--- config.mk ---
export PLATFORM = sky130hd
export DESIGN_NAME = hazard_ctrl_seq
export DESIGN_NICKNAME = d
export VERILOG_FILES = /design/src/rtl/hazard_ctrl_seq.sv
export SDC_FILE = /design/constraint.sdc
export NUM_CORES = 1
export LEC_CHECK = 0
export BUFFER_PORTS_ARGS = -buffer_cell sky130_fd_sc_hd__buf_2
export CORE_MARGIN = 10
export CORE_UTILIZATION = 30
export DETAILED_ROUTE_END_ITERATION = 10
export PLACE_DENSITY = 0.57
export SETUP_SLACK_MARGIN = 0.2
export SYNTH_ARGS = -nofsm -noshare
export SYNTH_HDL_FRONTEND = slang
export SYNTH_SLANG_ARGS = --single-unit
export TNS_END_PERCENT = 100
--- constraint.sdc ---
create_clock -name clk -period 3.2 [get_ports clk]
set_input_delay 0.48 -clock clk [delete_from_list [all_inputs] [get_ports clk]]
set_output_delay 0.48 -clock clk [all_outputs]
set_load 0.01 [all_outputs]
--- src/rtl/hazard_ctrl_seq.sv ---
// Sequential pipeline hazard controller: forwarding selects, stage enables/flushes,
// multi-cycle load-use and RET drain handling, memory-wait freeze, stall counter.
module hazard_ctrl_seq #(
    parameter int REG_AW       = 2,
    parameter int LOAD_BUBBLES = 1,
    parameter int RET_DRAIN    = 3,
    parameter int CNT_W        = 16
) (
    input  logic              clk,
    input  logic              rst,
    input  logic [REG_AW-1:0] rs_D,
    input  logic [REG_AW-1:0] rt_D,
    input  logic              use_rs_D,
    input  logic              use_rt_D,
    input  logic [REG_AW-1:0] rs_E,
    input  logic [REG_AW-1:0] rt_E,
    input  logic              imm_b_E,
    input  logic [REG_AW-1:0] rd_E,
    input  logic              mem_read_E,
    input  logic [REG_AW-1:0] rd_M,
    input  logic              reg_write_M,
    input  logic [REG_AW-1:0] rd_W,
    input  logic              reg_write_W,
    input  logic              branch_taken_E,
    input  logic              is_ret_D,
    input  logic              mem_ready_M,
    output logic [1:0]        forward_a_E,
    output logic [1:0]        forward_b_E,
    output logic              en_F,
    output logic              en_D,
    output logic              en_E,
    output logic              en_M,
    output logic              flush_D,
    output logic              flush_E,
    output logic [CNT_W-1:0]  stall_events,
    output logic              busy
);

    typedef enum logic [1:0] {
        RUN        = 2'd0,
        RET_WAIT   = 2'd1,
        LOAD_STALL = 2'd2
    } state_t;

    localparam logic [2:0]       RET_INIT  = 3'(RET_DRAIN - 1);
    localparam logic [2:0]       LOAD_INIT = 3'(LOAD_BUBBLES - 1);
    localparam logic [CNT_W-1:0] CNT_ONE   = {{(CNT_W-1){1'b0}}, 1'b1};

    state_t     state, state_n;
    logic [2:0] cnt, cnt_n;
    logic       count_evt;
    logic       load_use;
    logic       hit_a_m, hit_a_w, hit_b_m, hit_b_w;

    assign hit_a_m = reg_write_M && (rd_M == rs_E);
    assign hit_a_w = reg_write_W && (rd_W == rs_E);
    assign hit_b_m = reg_write_M && (rd_M == rt_E);
    assign hit_b_w = reg_write_W && (rd_W == rt_E);

    // M result is younger than W, so it wins when both match
    always_comb begin
        forward_a_E = 2'b00;
        forward_b_E = 2'b00;
        if (!rst) begin
            if (hit_a_m)      forward_a_E = 2'b10;
            else if (hit_a_w) forward_a_E = 2'b01;
            if (imm_b_E)      forward_b_E = 2'b00;
            else if (hit_b_m) forward_b_E = 2'b10;
            else if (hit_b_w) forward_b_E = 2'b01;
        end
    end

    assign load_use = mem_read_E &&
                      ((use_rs_D && (rd_E == rs_D)) ||
                       (use_rt_D && (rd_E == rt_D)));

    assign busy = (state != RUN);

    always_comb begin
        state_n   = state;
        cnt_n     = cnt;
        count_evt = 1'b0;
        en_F      = 1'b1;
        en_D      = 1'b1;
        en_E      = 1'b1;
        en_M      = 1'b1;
        flush_D   = 1'b0;
        flush_E   = 1'b0;

        case (state)
            RUN: begin
                if (branch_taken_E) begin
                    flush_D = 1'b1;
                    flush_E = 1'b1;
                end else if (is_ret_D) begin
                    en_F      = 1'b0;
                    flush_D   = 1'b1;
                    cnt_n     = RET_INIT;
                    count_evt = 1'b1;
                    state_n   = (RET_DRAIN == 1) ? RUN : RET_WAIT;
                end else if (load_use) begin
                    en_F      = 1'b0;
                    en_D      = 1'b0;
                    flush_E   = 1'b1;
                    cnt_n     = LOAD_INIT;
                    count_evt = 1'b1;
                    state_n   = (LOAD_BUBBLES == 2) ? LOAD_STALL : RUN;
                end
            end
            RET_WAIT: begin
                en_F    = 1'b0;
                flush_D = 1'b1;
                if (branch_taken_E) begin
                    // the RET itself resolving in Execute ends the drain early
                    flush_E = 1'b1;
                    cnt_n   = 3'd0;
                    state_n = RUN;
                end else if (cnt <= 3'd1) begin
                    cnt_n   = 3'd0;
                    state_n = RUN;
                end else begin
                    cnt_n = cnt - 3'd1;
                end
            end
            LOAD_STALL: begin
                cnt_n   = 3'd0;
                state_n = RUN;
                if (branch_taken_E) begin
                    flush_D = 1'b1;
                    flush_E = 1'b1;
                end else begin
                    en_F    = 1'b0;
                    en_D    = 1'b0;
                    flush_E = 1'b1;
                end
            end
            default: begin
                cnt_n   = 3'd0;
                state_n = RUN;
            end
        endcase

        // a data-memory wait state freezes the whole pipeline, FSM included
        if (!mem_ready_M) begin
            state_n   = state;
            cnt_n     = cnt;
            count_evt = 1'b0;
            en_F      = 1'b0;
            en_D      = 1'b0;
            en_E      = 1'b0;
            en_M      = 1'b0;
            flush_D   = 1'b0;
            flush_E   = 1'b0;
        end

        if (rst) begin
            en_F    = 1'b1;
            en_D    = 1'b1;
            en_E    = 1'b1;
            en_M    = 1'b1;
            flush_D = 1'b0;
            flush_E = 1'b0;
        end
    end

    always_ff @(posedge clk) begin
        if (rst) begin
            state        <= RUN;
            cnt          <= 3'd0;
            stall_events <= '0;
        end else begin
            state <= state_n;
            cnt   <= cnt_n;
            if (count_evt && !(&stall_events))
                stall_events <= stall_events + CNT_ONE;
        end
    end

endmodule
==> flow_metrics.tcl <==
set metrics [dict create \
    ant_nets 0 \
    grt_pass1_wl_microns 5870 \
    rrSetupSlack_ps 1120 \
    antenna_found_initial 0 \
    num_rows 24 \
    yosysSeqAreaShare_pct 30.2 \
    synth_adder_area_share_pct 2.83 \
    post-place-ws_ps 833 \
    worst_r2r_path_depth 6 \
    worst_pin_slew_ps 722 \
    clk_latency_ps 260 \
    holdPathEnd "stall_events[4]$_SDFFE_PP0P_" \
    synthArstFlopShare_pct 0 \
    grt_util_all_layers_pct 9.25 \
    internal_power_uw 397 \
    dp_hpwl_microns 2770 \
    pin_count 52 \
    drt_iter0_markers 78 \
    insertedDiodeCount 0 \
    cts_root_buf "clkbuf_8" \
    num-nets-final 239 \
    yosys_register_bits 20 \
    grt-ovfl-total 0 \
    layout_min_cycle_time_ps 2190 \
    worst_setup_path_end_kind "output pin" \
    ys_warn_count 0 \
    core_sq_um 4320 \
    placed_area_sq_um 1610 \
    synth_ff_type "dfxtp_1" \
    synth_compound_area_share_pct 24.2 \
    hold_violations 0 \
    crit_required_ps 2720 \
    clock_sinks 20 \
    cap_viol_max_count 0 \
    arrival_ps 1710 \
    synthSimpleGateAreaFrac_pct 26.4 \
    port-buffer-count 51 \
    p_sw_uw 132 \
    rr_startpoint "stall_events[0]$_SDFFE_PP0P_" \
    ctsResizeCount 0 \
    setup_ws_ps 1010 \
    postSynthAreaPerCell_sq_um 8.19 \
    layout_commonest_cell "buf_2" \
    initial_core_util_pct 30.7 \
    die_area_sq_um 7480 \
    gp_congestion 0.796 \
    synth_area_sq_um 1330 \
    drt-total-wl_microns 3550 \
    final_area_sq_um 1660 \
    die-height_microns 86.5 \
    max_freq_ghz 0.457 \
    synth_mux_area_share_pct 2.45 \
    cellPowerDensity_nw_per_um2 318 \
    critical_path_class "in2out" \
    drc 0 \
    cp_max_fo 3 \
    hold_depth 2 \
    netlist_instances 162 \
    clk_pin_slew_ps 80 \
    syn_nets 190 \
    post_drt_via_cell_ratio 5.22 \
    cellLeakagePower_nw 0.680 \
    vias 1367 \
    drive_above_1_share_pct 30.0 \
    cts_tree "yes" \
    pwr-share-comb_pct 15.2 \
    finalMaxSlewViolations 0 \
    synth_top_family_by_area "simple AND/OR/NAND/NOR gates" \
    fin_skew_ps 5.78 \
    drt_first_pass_iters 4 \
    finalSetupViolations 0 \
    pwr-share-seq_pct 48.1 \
    hold_class "reg2reg" \
    reg2reg_to "stall_events[9]$_SDFFE_PP0P_" \
    post-route-period-util_pct 68.4 \
    p_sw_share_pct 24.9 \
    wire_per_inst_microns 13.6 \
    fill_cells 464 \
    ctsHtreeMaxLevel 1 \
    cts_buffers 3 \
    clockPowerShare_pct 36.7 \
    status "finished, final reports clean" \
    hold_buffers 0 \
    grt_pass1_vias 1359 \
    synth_edf_count 0 \
    yosysUniqueCellTypes 43 \
    postCtsSetupBuffers 0 \
    synth-xor-area-share_pct 7.92 \
    die_x_microns 86.5 \
    p_total_uw 529 \
    min_from "stall_events[4]$_SDFFE_PP0P_" \
    grt_max_degree 24 \
    maxSlewHeadroom_pct 51.9 \
    syn2layout_area_growth_pct 25.5 \
    rsz0062_at_grt "no" \
    setup_tns_ps 0 \
    critPathLaunchType "primary input" \
    cts_buffer_depth 2 \
    layout_common_cells "buf_2, dfxtp_1, a21oi_1" \
    ir_worst_vdd_mv 0.241 \
]
## through the flow
stage	std cells	utilization, %	hold slack [ps]
after floorplan	162	-	489
after global placement	258	37.2	488
after detailed placement	258	37.2	484
after CTS	262	38.5	498
after global routing	262	38.5	532
final	262	38.5	500
## sequential cells by signal (all words and copies together), names as in the netlist
name / cells
cnt: 3
state: 1
stall_events: 16
## cell usage after synthesis, drive strengths merged, types with 4 or more instances
cell	instances	area, sq um
xnor2	11	96.3
o21ai	6	30.0
o21a	4	30.0
nand4	7	50.1
clkbuf	5	18.8
nor3	5	25.0
nand3	8	40.0
nand2	11	41.3
a21oi	13	65.1
inv	9	33.8
nor2	7	28.8
o31ai	7	52.6
dfxtp	20	400
or4	7	52.6
## cell type report
type,instances,area (sq um),area share (%)
clock buffer,4,55.1,3.31
inverter,9,33.8,2.03
multi-input combinational,125,847,50.9
sequential,20,400,24.1
tap,52,65.1,3.91
timing repair buffer,52,263,15.8
## critical path, cell delays in order
cell     delay [ps]
buf_2           100
xnor2_1         150
nand4_1         160
and2_1          220
or3_1           300
a21oi_1         140
buf_2           150
## worst max path at each step
stage	start	to
2_1_floorplan	rs_D[1]	flush_E
3_3_place_gp	rs_D[1]	stall_events[4]$_SDFFE_PP0P_
3_5_place_dp	rs_D[1]	stall_events[6]$_SDFFE_PP0P_
4_1_cts	rs_D[1]	flush_E
5_1_grt	rd_E[0]	flush_E
6_report	rs_D[1]	flush_E
## power groups by stage
stage	Combinational (mW)	Sequential, mW	Clock (mW)
floorplan	0.0479	0.260	0
global placement	0.0815	0.260	0
detailed placement	0.0811	0.260	0
CTS	0.0815	0.254	0.204
global route	0.0912	0.255	0.212
finish	0.0806	0.254	0.194
## per-layer routing
layer	global-route usage, %	wire (microns)
met1	10.1	1570
met2	16.0	1660
met3	4.50	306
met4	1.33	19
met5	0	0
## logic make-up after synthesis
logic type / Yosys count
buf+inv: 17
fa+ha+maj: 3
xor+xnor: 12
flops: 20
compound gates: 46
mux: 3
simple gates: 61
Note: power is estimated with default switching activity, not from simulation.
